File: src/rtl/ws2812b_pkg.sv
// Shared types and timing constants for the WS2812B frame path.
package ws2812b_pkg;

    localparam int CLK_HZ       = 27_000_000;
    localparam int LATCH_US     = 300;
    localparam int BITS_PER_LED = 24;

    typedef enum logic [2:0] {
        ST_LATCH     = 3'd0,
        ST_IDLE      = 3'd1,
        ST_FETCH     = 3'd2,
        ST_SEND      = 3'd3,
        ST_WAIT_DONE = 3'd4,
        ST_DONE      = 3'd5
    } state_e;

    typedef struct packed {
        logic [7:0] red;
        logic [7:0] green;
        logic [7:0] blue;
    } rgb_t;

endpackage

File: src/rtl/ws2812b_cycle_timer.sv
// Up-counter over 0..CYCLES-1 with synchronous clear-to-zero and a terminal-count pulse.
module ws2812b_cycle_timer #(
    parameter int CYCLES = 8100
) (
    input  logic i_clk,
    input  logic i_rst_n,
    input  logic i_clear,
    input  logic i_en,
    output logic o_tc
);

    localparam int CNT_W = (CYCLES > 1) ? $clog2(CYCLES) : 1;
    localparam logic [CNT_W-1:0] LAST = CNT_W'(CYCLES - 1);

    logic [CNT_W-1:0] count_q, count_d;

    assign o_tc = i_en && (count_q == LAST);

    always_comb begin
        count_d = count_q;
        if (i_clear) begin
            count_d = '0;
        end else if (i_en) begin
            count_d = o_tc ? '0 : count_q + 1'b1;
        end
    end

    always_ff @(posedge i_clk or negedge i_rst_n) begin
        if (!i_rst_n) begin
            count_q <= '0;
        end else begin
            count_q <= count_d;
        end
    end

endmodule

File: src/rtl/ws2812b_frame_scheduler.sv
// Fetches N_LEDS pixels, hands each to the WS2812B bit driver, then holds the latch time.
// Build option: WS2812B_AUTO_REFRESH_EN adds periodic self-started frames every REFRESH_CYCLES.
module ws2812b_frame_scheduler
    import ws2812b_pkg::*;
#(
    parameter int N_LEDS         = 8,
    parameter int LATCH_CYCLES   = (CLK_HZ / 1_000_000) * LATCH_US,
    parameter int REFRESH_CYCLES = 450000,
    localparam int IDX_W         = (N_LEDS > 1) ? $clog2(N_LEDS) : 1
) (
    input  logic             i_clk,
    input  logic             i_rst_n,
    input  logic             i_start,
    output logic             o_busy,
    output logic             o_frame_done,
    output logic             o_pix_req,
    output logic [IDX_W-1:0] o_pix_idx,
    input  logic             i_pix_valid,
    input  logic [7:0]       i_red,
    input  logic [7:0]       i_green,
    input  logic [7:0]       i_blue,
    output logic             o_send,
    output logic [7:0]       o_red,
    output logic [7:0]       o_green,
    output logic [7:0]       o_blue,
    input  logic             i_done
);

    localparam logic [IDX_W-1:0] LAST_IDX = IDX_W'(N_LEDS - 1);

    state_e           state_q, state_d;
    logic [IDX_W-1:0] idx_q, idx_d;
    rgb_t             rgb_q, rgb_d;
    logic             frame_q, frame_d;
    logic             latch_tc;
    logic             start_req;

    ws2812b_cycle_timer #(
        .CYCLES (LATCH_CYCLES)
    ) u_latch_timer (
        .i_clk   (i_clk),
        .i_rst_n (i_rst_n),
        .i_clear (state_q != ST_LATCH),
        .i_en    (state_q == ST_LATCH),
        .o_tc    (latch_tc)
    );

`ifdef WS2812B_AUTO_REFRESH_EN
    logic refresh_tc;
    logic pending_q, pending_d;

    ws2812b_cycle_timer #(
        .CYCLES (REFRESH_CYCLES)
    ) u_refresh_timer (
        .i_clk   (i_clk),
        .i_rst_n (i_rst_n),
        .i_clear (1'b0),
        .i_en    (1'b1),
        .o_tc    (refresh_tc)
    );

    assign start_req = i_start || pending_q;

    // Any start taken in IDLE consumes the pending flag; a wrap in the same cycle re-arms it.
    always_comb begin
        pending_d = pending_q;
        if (state_q == ST_IDLE) begin
            pending_d = 1'b0;
        end
        if (refresh_tc) begin
            pending_d = 1'b1;
        end
    end

    always_ff @(posedge i_clk or negedge i_rst_n) begin
        if (!i_rst_n) begin
            pending_q <= 1'b0;
        end else begin
            pending_q <= pending_d;
        end
    end
`else
    // REFRESH_CYCLES has no effect in this build; frames start only on i_start.
    assign start_req = i_start | (1'b0 & (REFRESH_CYCLES > 0));
`endif

    always_comb begin
        state_d = state_q;
        idx_d   = idx_q;
        rgb_d   = rgb_q;
        frame_d = frame_q;
        case (state_q)
            ST_LATCH: begin
                // frame_q separates a frame latch (reports done) from the post-reset latch.
                if (latch_tc) begin
                    state_d = frame_q ? ST_DONE : ST_IDLE;
                    frame_d = 1'b0;
                end
            end
            ST_IDLE: begin
                if (start_req) begin
                    state_d = ST_FETCH;
                    idx_d   = '0;
                end
            end
            ST_FETCH: begin
                if (i_pix_valid) begin
                    rgb_d   = '{red: i_red, green: i_green, blue: i_blue};
                    state_d = ST_SEND;
                end
            end
            ST_SEND: begin
                state_d = ST_WAIT_DONE;
            end
            ST_WAIT_DONE: begin
                if (i_done) begin
                    if (idx_q == LAST_IDX) begin
                        state_d = ST_LATCH;
                        frame_d = 1'b1;
                    end else begin
                        idx_d   = idx_q + 1'b1;
                        state_d = ST_FETCH;
                    end
                end
            end
            ST_DONE: begin
                state_d = ST_IDLE;
            end
            default: begin
                state_d = ST_LATCH;
            end
        endcase
    end

    always_ff @(posedge i_clk or negedge i_rst_n) begin
        if (!i_rst_n) begin
            state_q <= ST_LATCH;
            idx_q   <= '0;
            rgb_q   <= '0;
            frame_q <= 1'b0;
        end else begin
            state_q <= state_d;
            idx_q   <= idx_d;
            rgb_q   <= rgb_d;
            frame_q <= frame_d;
        end
    end

    assign o_busy       = (state_q != ST_IDLE);
    assign o_frame_done = (state_q == ST_DONE);
    assign o_pix_req    = (state_q == ST_FETCH);
    assign o_send       = (state_q == ST_SEND);
    assign o_pix_idx    = idx_q;
    assign o_red        = rgb_q.red;
    assign o_green      = rgb_q.green;
    assign o_blue       = rgb_q.blue;

endmodule
File: config.mk
export PLATFORM = sky130hd
export DESIGN_NAME = ws2812b_frame_scheduler
export DESIGN_NICKNAME = d
export VERILOG_FILES = /design/src/rtl/ws2812b_pkg.sv /design/src/rtl/ws2812b_cycle_timer.sv /design/src/rtl/ws2812b_frame_scheduler.sv
export SDC_FILE = /design/constraint.sdc
export NUM_CORES = 1
export LEC_CHECK = 0
export BUFFER_PORTS_ARGS = -buffer_cell sky130_fd_sc_hd__buf_4
export CORE_MARGIN = 1
export CORE_UTILIZATION = 45
export DETAILED_ROUTE_END_ITERATION = 6
export PLACE_DENSITY_LB_ADDON = 0.2
export SYNTH_ARGS = -nofsm -noshare
export SYNTH_HDL_FRONTEND = slang
export SYNTH_SLANG_ARGS = --single-unit
export TNS_END_PERCENT = 20
File: constraint.sdc
create_clock -name i_clk -period 1.8 [get_ports i_clk]
set_input_delay 0.27 -clock i_clk [delete_from_list [all_inputs] [get_ports i_clk]]
set_output_delay 0.27 -clock i_clk [all_outputs]
set_load 0.01 [all_outputs]
==> run metrics, run 1 <==
Synth area leaders dfrtp_1 (54%), mux2_1 (13%), a211oi_1 (2.2%); Synth top cells by count dfrtp_1 (44), mux2_1 (24), a211oi_1 (6), or3_1 (6); Yosys top cell area share 0.5399; core area around 4400 um^2; dpl cells roughly 270; area of the multi-input gates about 870 um^2; Non-Filler Instances between 200 and 300; fraction of layout cells with a size suffix above 1 0.3974; GR Util met2 0.3258; die width between 60 and 70 um; r2r setup slk between 20 and 30 ps; minimum clock period ~1800 ps; worst path required time a little under 2000 ps; reg2reg path depth 5; Post-Syn Instances approximately 160; post-layout util 0.6210; first-pass GRT wire length about 7400 um; Yosys reg bits 44; Storage cell area between 1000 and 1500 um^2; number of global-route vias before repair between 1500 and 2000; Yosys cell types between 40 and 50; largest net degree at the start of global routing 45; PortBufs 59; CTS buffer count 5; Initial DRC Count 42; Peak VDD IR ~820 uV; TritonRoute pass-1 iters 4; gp weighted congestion 0.7533; CTS tree yes; die area between 4000 and 5000 um^2; status completed; max-slew violations 0; EDFF count, synth 0; Synth Cell Area approximately 2000 um^2; met1 Use GR 0.2294; combinational power share 0.400; CP endpoint kind register; Worst setup SP type register; global-route usage over all layers 0.1903; period utilisation layout 0.9846; # setup viols final 0; Root Buffer clkbuf_8; Crit Reg-Reg Endpoint o_pix_idx[2]; clock latency on the worst-skew pair 290 ps; met3 global-route usage 0.04360; H-tree Lvls 2; async set or reset register ratio after synthesis 1.000; Fill cells 342; clock sinks between 40 and 50; FF-to-FF Start o_pix_idx[1]; switching fraction of total power 0.3315; syn nets roughly 190; clock-pin slew on the worst setup and hold paths ~80 ps; post-detail-place hpwl 3106 um; ys flop type dfrtp_1; vias after detailed routing 1554; Die H between 60 and 70 um; Cells on Worst Hold Path 2; Crit Path Max Fanout 4; Post-Place Setup Slack -30.04 ps; Overflow after GRT 0; clock skew around 1.6 ps; sequential share of power 0.411; Initial Util 0.4684; Max transition margin 0.6350; Worst Hold End o_blue[1]; area leader, netlist dfrtp_1; Site Rows 24; placed inst area between 2000 and 3000 um^2; vias per cell ~5.5; critical path class reg -> reg; Max Freq about 560 MHz; hold wc startpoint i_blue[1]; syn_area_per_cell 12.83 um^2; GRT Max-Usage Layer met2; Synth-to-Final Area Change 32.58%; synth warn 0; final hold violation count 0; Net Switching between 1 and 1.5 mW; Hold WC Path Type in -> reg; Routed WL per cell ~15 um; Max clock buf depth 2; clock network power share 0.189; Critical Path AT 1950 ps; DRC 0; PD cells 1431 nW/um^2; sequential fraction of the synthesis area 0.5399; Pint ~2.6 mW; initial antenna violation count 0; final setup margin 27.65 ps; Max-Cap Viols 0; final wirelength 4268 um; top-count cell post-synth dfrtp_1; Final Cell Area between 2000 and 3000 um^2; diode count 0; standby leakage power ~1.3 nW; fin nets 260; io pins 60; antenna-violating nets left 0; Slew @ Worst Pin between 500 and 600 ps
==> worst max-delay path by stage <==
stage | from | endpoint | slack (ps) | cells after the start
2_1_floorplan | o_pix_idx[0] | o_pix_idx[1] | 20 | 5
3_3_place_gp | o_pix_idx[1] | o_pix_idx[1] | 50 | 5
6_report | o_pix_idx[1] | o_pix_idx[2] | 30 | 5
3_5_place_dp | o_pix_idx[1] | o_pix_idx[2] | -30 | 5
5_1_grt | o_pix_idx[1] | o_pix_idx[1] | -10 | 5
4_1_cts | o_pix_idx[1] | o_pix_idx[2] | 30 | 5
==> kinds of logic after synthesis <==
kind of cell / share of synthesized area
compound gates: 0.1000
xor+xnor: 0.01289
fa+ha+maj: 0.01841
buf+inv: 0.03926
flops: 0.5399
mux: 0.1485
simple gates: 0.1411
==> critical path: stages (launching register included) <==
cell and delay (ps):
dfrtp_1 410, ha_1 200, ha_1 200, nor4b_2 280, and2_4 230, mux2_2 340
==> power groups by stage <==
stage,registers [mW],clock network (mW),logic [mW]
6_report,1.59,0.731,1.55
3_5_place_dp,1.61,0,1.54
4_1_cts,1.59,0.750,1.56
5_1_grt,1.65,0.796,1.67
3_3_place_gp,1.58,0,1.48
2_1_floorplan,1.68,0,0.720
==> per-layer routing <==
layer	up-vias	wire length (um)
met2	39	2191
met5	-	0
li1	733	-
met4	0	81
met3	8	205
met1	774	1789
==> metrics by stage <==
stage | total power, mW | hold slack [ps] | setup TNS (ps)
final | 3.869 | 190.9 | 0
after floorplan | 2.402 | -25.59 | 0
after CTS | 3.902 | 186.9 | 0
after global placement | 3.060 | 282.4 | 0
after detailed placement | 3.148 | 297.6 | -57.73
after global routing | 4.116 | 186.0 | -18.82
==> placed cells by master (no fill, tap or decap), drive strengths merged <==
cell type | synthesis | routed
buf | 7 | 69
dfrtp | 44 | 44
mux2 | 26 | 26
a211oi | 9 | 9
or3 | 6 | 6
nor3 | 6 | 6
clkbuf | 1 | 6
inv | 5 | 5
o21ai | 5 | 5
nand3 | 5 | 5
or4 | 4 | 4
nand2 | 4 | 4
nand4 | 4 | 4
nor2 | 3 | 3
o31ai | 3 | 3
ha | 3 | 3
and3 | 2 | 2
xor2 | 2 | 2
o31a | 2 | 2
a211o | 2 | 2
nor4 | 2 | 2
and2 | 2 | 2
o41ai | 1 | 1
nand4b | 1 | 1
or4b | 1 | 1
xnor2 | 1 | 1
nor3b | 1 | 1
nor4b | 1 | 1
a221oi | 1 | 1
mux2i | 1 | 1
a21o | 1 | 1
or3b | 1 | 1
a41oi | 1 | 1
a21oi | 1 | 1
bufinv | 0 | 1
clkinv | 0 | 1
dlygate4sd3 | 0 | 1
==> repair_timing <==
item                       4_1_cts  5_1_grt
setup buffers                    2        1
hold buffers                     1        0
hold endpoints to repair        44        0
pin swaps                        1        1
setup endpoints to repair        2        4
resized for setup                1        4
==> layout make-up <==
cell class / count / area share
Clock buffer: 6 / 0.02684
Sequential cell: 44 / 0.4077
Multi-Input combinational cell: 102 / 0.3216
Tap cell: 52 / 0.02406
Timing Repair Buffer: 70 / 0.1999
Clock inverter: 2 / 0.01296
Inverter: 5 / 0.006941
==> sequential cells by signal, summed over array words and instances (netlist names) <==
signal,cells
o_green,8
o_pix_idx,3
o_red,8
o_blue,8
state_q,3
frame_q,1
u_latch_timer.count_q,13
(Power assumes the default switching activity.)
==> run 2: changes to the inputs <==
--- a/config.mk
+++ b/config.mk
@@ -9,8 +9,8 @@
 export CORE_MARGIN = 1
 export CORE_UTILIZATION = 45
 export DETAILED_ROUTE_END_ITERATION = 6
-export PLACE_DENSITY_LB_ADDON = 0.2
+export PLACE_DENSITY = 0.85
 export SYNTH_ARGS = -nofsm -noshare
 export SYNTH_HDL_FRONTEND = slang
 export SYNTH_SLANG_ARGS = --single-unit
-export TNS_END_PERCENT = 20
+export TNS_END_PERCENT = 100
==> run 2 against run 1 <==
Against the previous run: flip-flop and latch count unchanged; clock power is 0.7% higher; critical endpoint is now o_pix_idx[1]; critical path depth unchanged; utilization fell by 0.43 points; final cell count shrank 0.71%; routed wire length down 8.6%; register-to-register slack barely moved; combinational power shrank 4%; sequential power about the same; non-clock buffer count fell by 2; global-route usage shrank 1.7 points; sequential share of layout area up 0.24 points.
==> run metrics, run 2 (synthesized netlist as in run 1, its figures left out) <==
max-slew violations 0 (unchanged); clock skew 10.08 ps (+8.493 ps); vias per cell 5.437 (-1.7%); minimum clock period 1766 ps (-6.770 ps); Fill cells 350 (+2.3%); Max clock buf depth 2 (unchanged); Non-Filler Instances 279 (-0.71%); io pins 60 (unchanged); gp weighted congestion 0.8341 (+11%); PortBufs 59 (unchanged); global-route usage over all layers 0.1733 (-0.01705); post-layout util 0.6167 (-0.004310); Initial Util 0.4684 (unchanged); most frequent cells in the layout buf_4 (66), dfrtp_1 (44), mux2_1 (24); diode count 0 (unchanged); Overflow after GRT 0 (unchanged); clock latency on the worst-skew pair 300 ps (about the same); PD cells 1417 nW/um^2 (-0.98%); Biggest register u_latch_timer.count_q; largest net degree at the start of global routing 45 (unchanged); Hold WC Path Type in -> reg; number of global-route vias before repair 1491 (-9.0%); CTS tree yes; CTS buffer count 5 (unchanged); core area 4354 um^2 (unchanged); CP endpoint kind register; Site Rows 24 (unchanged); first-pass GRT wire length 6789 um (-8.1%); Root Buffer clkbuf_8; Max Freq 566.4 MHz (+0.38%); Initial DRC Count 82 (+95%); period utilisation layout 0.9809 (-0.003761); Slew @ Worst Pin 537.9 ps (-9.569 ps); initial antenna violation count 0 (unchanged); Critical Path AT 1950 ps (about the same); final setup TNS 0 ps (unchanged); dpl cells 269 (unchanged); Max transition margin 0.6414 (+0.006380); H-tree Lvls 2 (unchanged); Routed WL per cell 13.97 um (-8.0%); placed inst area 2551 um^2 (unchanged); hold_ws 183.6 ps (-7.303 ps); post-detail-place hpwl 2759 um (-11%); TritonRoute pass-1 iters 4 (unchanged); Worst setup SP type register; Peak VDD IR 676.2 uV (-18%); # setup viols final 0 (unchanged); clock sinks 44 (unchanged); Max-Cap Viols 0 (unchanged); fraction of layout cells with a size suffix above 1 0.3833 (-0.01412); Post-Place Setup Slack 31.33 ps (+61.36 ps); final hold violation count 0 (unchanged); final setup margin 34.42 ps (+6.770 ps); commonest non-fill, non-tap cell in the layout buf_4; clock-pin slew on the worst setup and hold paths 80 ps (about the same); standby leakage power 1.252 nW (-0.78%); final wirelength 3899 um (-8.6%); critical path class reg -> reg; vias after detailed routing 1517 (-2.4%); die width 69.32 um (unchanged); Synth-to-Final Area Change 31.66%; Final Cell Area 2685 um^2 (-0.69%); status completed; antenna-violating nets left 0 (unchanged); max reg flops 13 (unchanged); DRC 0 (unchanged); fin nets 258 (-0.77%); worst path required time 1990 ps (about the same); die area 4805 um^2 (unchanged); Die H 69.32 um (unchanged); Pwr Total 3.805 mW (-1.7%); Crit Path Max Fanout 3 (-1)
==> run 2: cell types whose count changed in the layout (fill, tap and decap cells not counted), sizes merged <==
cell,change
buf,-2
==> run 2: final timing paths <==
check / from / endpoint / slack (ps) / cells after the start
max: o_pix_idx[1] / o_pix_idx[1] / 30 / 5
max in group asynchronous: i_rst_n / o_red[2] / 930 / 2
min: i_red[0] / o_red[0] / 180 / 2
min in group asynchronous: i_rst_n / o_pix_idx[2] / 490 / 2
min reg2reg: o_green[4] / o_green[4] / 490 / 1
max reg2reg: o_pix_idx[1] / o_pix_idx[1] / 30 / 5
==> run 2: timing repair <==
item	4_1_cts	5_1_grt
hold buffers	1	0
gates resized for setup	0	2
setup buffers	0	1
setup endpoints to repair	0	4
endpoints found under the hold margin	44	0
==> run 2: routing by layer <==
| layer | GRT usage | up-vias | part of all wire |
|---|---|---|---|
| li1 | - | 734 | - |
| met1 | 0.2346 | 724 | 0.46 |
| met2 | 0.2729 | 51 | 0.48 |
| met3 | 0.04070 | 8 | 0.053 |
| met4 | 0.06122 | 0 | 0.013 |
| met5 | 0 | - | 0 |
==> run 2: power by group <==
part,switching (mW),leakage [nW],internal (mW),total (mW)
logic,0.674,0.639,0.818,1.49
registers,0.241,0.558,1.34,1.58
clock network,0.324,0.0552,0.412,0.736
==> run 2: area by class of cell <==
class	instances	area, um^2	area share
flip-flops and latches	44	1101	0.4101
multi-input cells	102	867.1	0.3229
repair buffers	68	525.5	0.1957
clock buffers	6	72.57	0.02703
well taps	52	65.06	0.02423
clock inverters	2	35.03	0.01305
inverters	5	18.77	0.006990
==> run 2: worst max-delay path, cell delays in order, from the launching register on <==
cell	delay, ps
dfrtp_1	410
ha_1	190
ha_1	210
nor4b_2	280
and2_1	230
mux2_2	340
==> run 3: changes to the inputs <==
--- a/config.mk
+++ b/config.mk
@@ -6,10 +6,12 @@
 export NUM_CORES = 1
 export LEC_CHECK = 0
 export BUFFER_PORTS_ARGS = -buffer_cell sky130_fd_sc_hd__buf_4
+export CELL_PAD_IN_SITES_DETAIL_PLACEMENT = 1
+export CELL_PAD_IN_SITES_GLOBAL_PLACEMENT = 1
 export CORE_MARGIN = 1
-export CORE_UTILIZATION = 45
+export CORE_UTILIZATION = 36
 export DETAILED_ROUTE_END_ITERATION = 6
-export PLACE_DENSITY = 0.85
+export PLACE_DENSITY_LB_ADDON = 0.1
 export SYNTH_ARGS = -nofsm -noshare
 export SYNTH_HDL_FRONTEND = slang
 export SYNTH_SLANG_ARGS = --single-unit
==> constraint.sdc (replaced) <==
create_clock -name i_clk -period 1.8 [get_ports i_clk]
set_input_delay 0.09 -clock i_clk [delete_from_list [all_inputs] [get_ports i_clk]]
set_output_delay 0.09 -clock i_clk [all_outputs]
set_load 0.01 [all_outputs]
==> run 3 against run 2 <==
Against the previous run: global-route usage is 0.16 points lower; routed wire length is 17% higher; final area is 1.4% higher; largest power group unchanged; clock-buffer cell count stayed put; final cell count is 7.5% higher; via count is 1.7% higher; flip-flop and latch count stayed put.
==> run metrics, run 3 (synthesized netlist as in run 1, its figures left out) <==
Max Freq 571.9 MHz (+0.98%); GRT Max-Usage Layer met2; Pint 2.579 mW (+0.53%); Routed WL per cell 15.23 um (+9.0%); Worst setup SP type register; Overflow after GRT 0 (unchanged); Hold WC Path Type in -> reg; io pins 60 (unchanged); FF-to-FF Start o_pix_idx[1]; Initial Util 0.3727 (-0.09573); CTS buffer count 5 (unchanged); Pwr Total 3.862 mW (+1.5%); core area 5473 um^2 (+26%); minimum clock period 1749 ps (-17.07 ps); switching fraction of total power 0.3322 (+0.006444); Non-Filler Instances 300 (+7.5%); Max transition margin 0.6380 (-0.003381); Net Switching 1.283 mW (+3.5%); H-tree Lvls 2 (unchanged); CP Cell Sequence ha_1 > ha_2 > nor4b_2 > and2_4 > mux2_2; hold_ws 12.52 ps (-171.1 ps); max-slew violations 0 (unchanged); final hold violation count 0 (unchanged); antenna-violating nets left 0 (unchanged); clock skew 7.485 ps (-2.600 ps); gp weighted congestion 0.7336 (-12%); PD cells 1418 nW/um^2 (about the same); Slew @ Worst Pin 543.0 ps (+5.072 ps); die width 77.27 um (+11%); largest stage delay on the critical path 410 ps (about the same); Max clock buf depth 2 (unchanged); hold wc startpoint i_blue[1]; post-layout util 0.4975 (-0.1192); Die H 77.27 um (+11%); Critical Path AT 1930 ps (-20 ps); clock network power share 0.190 (-0.003); Biggest register u_latch_timer.count_q; TritonRoute pass-1 iters 4 (unchanged); Crit Path Max Fanout 3 (unchanged); reg2reg path depth 5 (unchanged); combinational power share 0.399 (+0.007); fraction of layout cells with a size suffix above 1 0.3947 (+0.01148); CTS tree yes; standby leakage power 1.256 nW (+0.28%); max reg flops 13 (unchanged); final wirelength 4568 um (+17%); met3 global-route usage 0.04405 (+0.003350); GR Util met2 0.2832 (+0.01026); area of the multi-input gates 872.1 um^2 (+0.58%); Final Cell Area 2723 um^2 (+1.4%); commonest non-fill, non-tap cell in the layout buf_4; Root Buffer clkbuf_8; status completed; # setup viols final 0 (unchanged); CP max stage cell dfrtp_1; Cells on Worst Hold Path 2 (unchanged); initial antenna violation count 0 (unchanged); Initial DRC Count 35 (-57%); Site Rows 27 (+13%); CP endpoint kind register; placed inst area 2576 um^2 (+0.98%); met1 Use GR 0.2166 (-0.01805); DRC 0 (unchanged); Storage cell area 1101 um^2 (unchanged); Peak VDD IR 564.7 uV (-16%); sequential share of power 0.411 (-0.003); CP Depth 5 (unchanged); Max-Cap Viols 0 (unchanged); vias after detailed routing 1543 (+1.7%); Synth-to-Final Area Change 33.50%; dpl cells 289 (+7.4%); worst path required time 1980 ps (about the same); vias per cell 5.143 (-5.4%); number of global-route vias before repair 1639 (+9.9%); clock sinks 44 (unchanged); Crit. Startpoint o_pix_idx[1]; first-pass GRT wire length 8121 um (+20%); clock latency on the worst-skew pair 290 ps (about the same); fin nets 259 (+0.39%); PortBufs 59 (unchanged); most frequent cells in the layout buf_4 (67), dfrtp_1 (44), mux2_1 (24); global-route usage over all layers 0.1717 (-0.001582); post-detail-place hpwl 3453 um (+25%); die area 5970 um^2 (+24%); Fill cells 606 (+73%); largest net degree at the start of global routing 45 (unchanged); diode count 0 (unchanged); clock-pin slew on the worst setup and hold paths 80 ps (about the same); worst path bufs/invs 0 (unchanged); period utilisation layout 0.9714 (-0.009485); critical path class reg -> reg; delay-heaviest family, CP simple AND/OR/NAND/NOR gates
-- run 3: cell types whose count changed in the layout (fill, tap and decap cells not counted) --
cell    change
and2_1      -1
and2_4      +1
buf_4       +1
ha_1        -1
ha_2        +1
-- run 3: path summary, 6_finish.rpt --
path                                            end  slack [ps]
setup / recovery                       o_pix_idx[2]          50
hold / removal                            o_blue[1]          10
setup reg to reg                       o_pix_idx[2]          50
hold reg to reg                          o_green[7]         490
max in group asynchronous  u_latch_timer.count_q[0]        1100
min in group asynchronous                  o_red[3]         330
-- run 3: area by class of cell --
class                   instances  share of cell area
multi-input cells             102              0.3203
well taps                      72             0.03309
clock inverters                 2             0.01287
inverters                       5            0.006893
repair buffers                 69              0.1958
flip-flops and latches         44              0.4044
clock buffers                   6             0.02665
-- run 3: power groups by stage --
stage	clock network, mW	logic (mW)	registers (mW)
2_1_floorplan	0	0.720	1.68
3_3_place_gp	0	1.50	1.57
3_5_place_dp	0	1.54	1.61
4_1_cts	0.759	1.56	1.59
5_1_grt	0.799	1.69	1.65
6_report	0.733	1.54	1.59
-- run 3: timing repair --
action                                  4_1_cts  5_1_grt
hold buffers                                  1        0
resized for setup                             2        2
pin swaps                                     1        1
endpoints found under the setup margin        2        4
endpoints found under the hold margin        44        0
setup buffers                                 0        2
-- run 3: routing by layer --
| metal | part of all wire | vias to the layer above |
|---|---|---|
| li1 | - | 744 |
| met3 | 0.052 | 7 |
| met1 | 0.45 | 750 |
| met2 | 0.49 | 42 |
| met5 | 0 | - |
| met4 | 0.015 | 0 |
-- run 3: per-stage QoR --
step | TNS [ps] | setup WS (ps)
global placement | 0 | 46.33
global route | -73.75 | -40.13
floorplan | 0 | 18.96
CTS | 0 | 59.68
finish | 0 | 51.49
detailed placement | -72.37 | -42.45
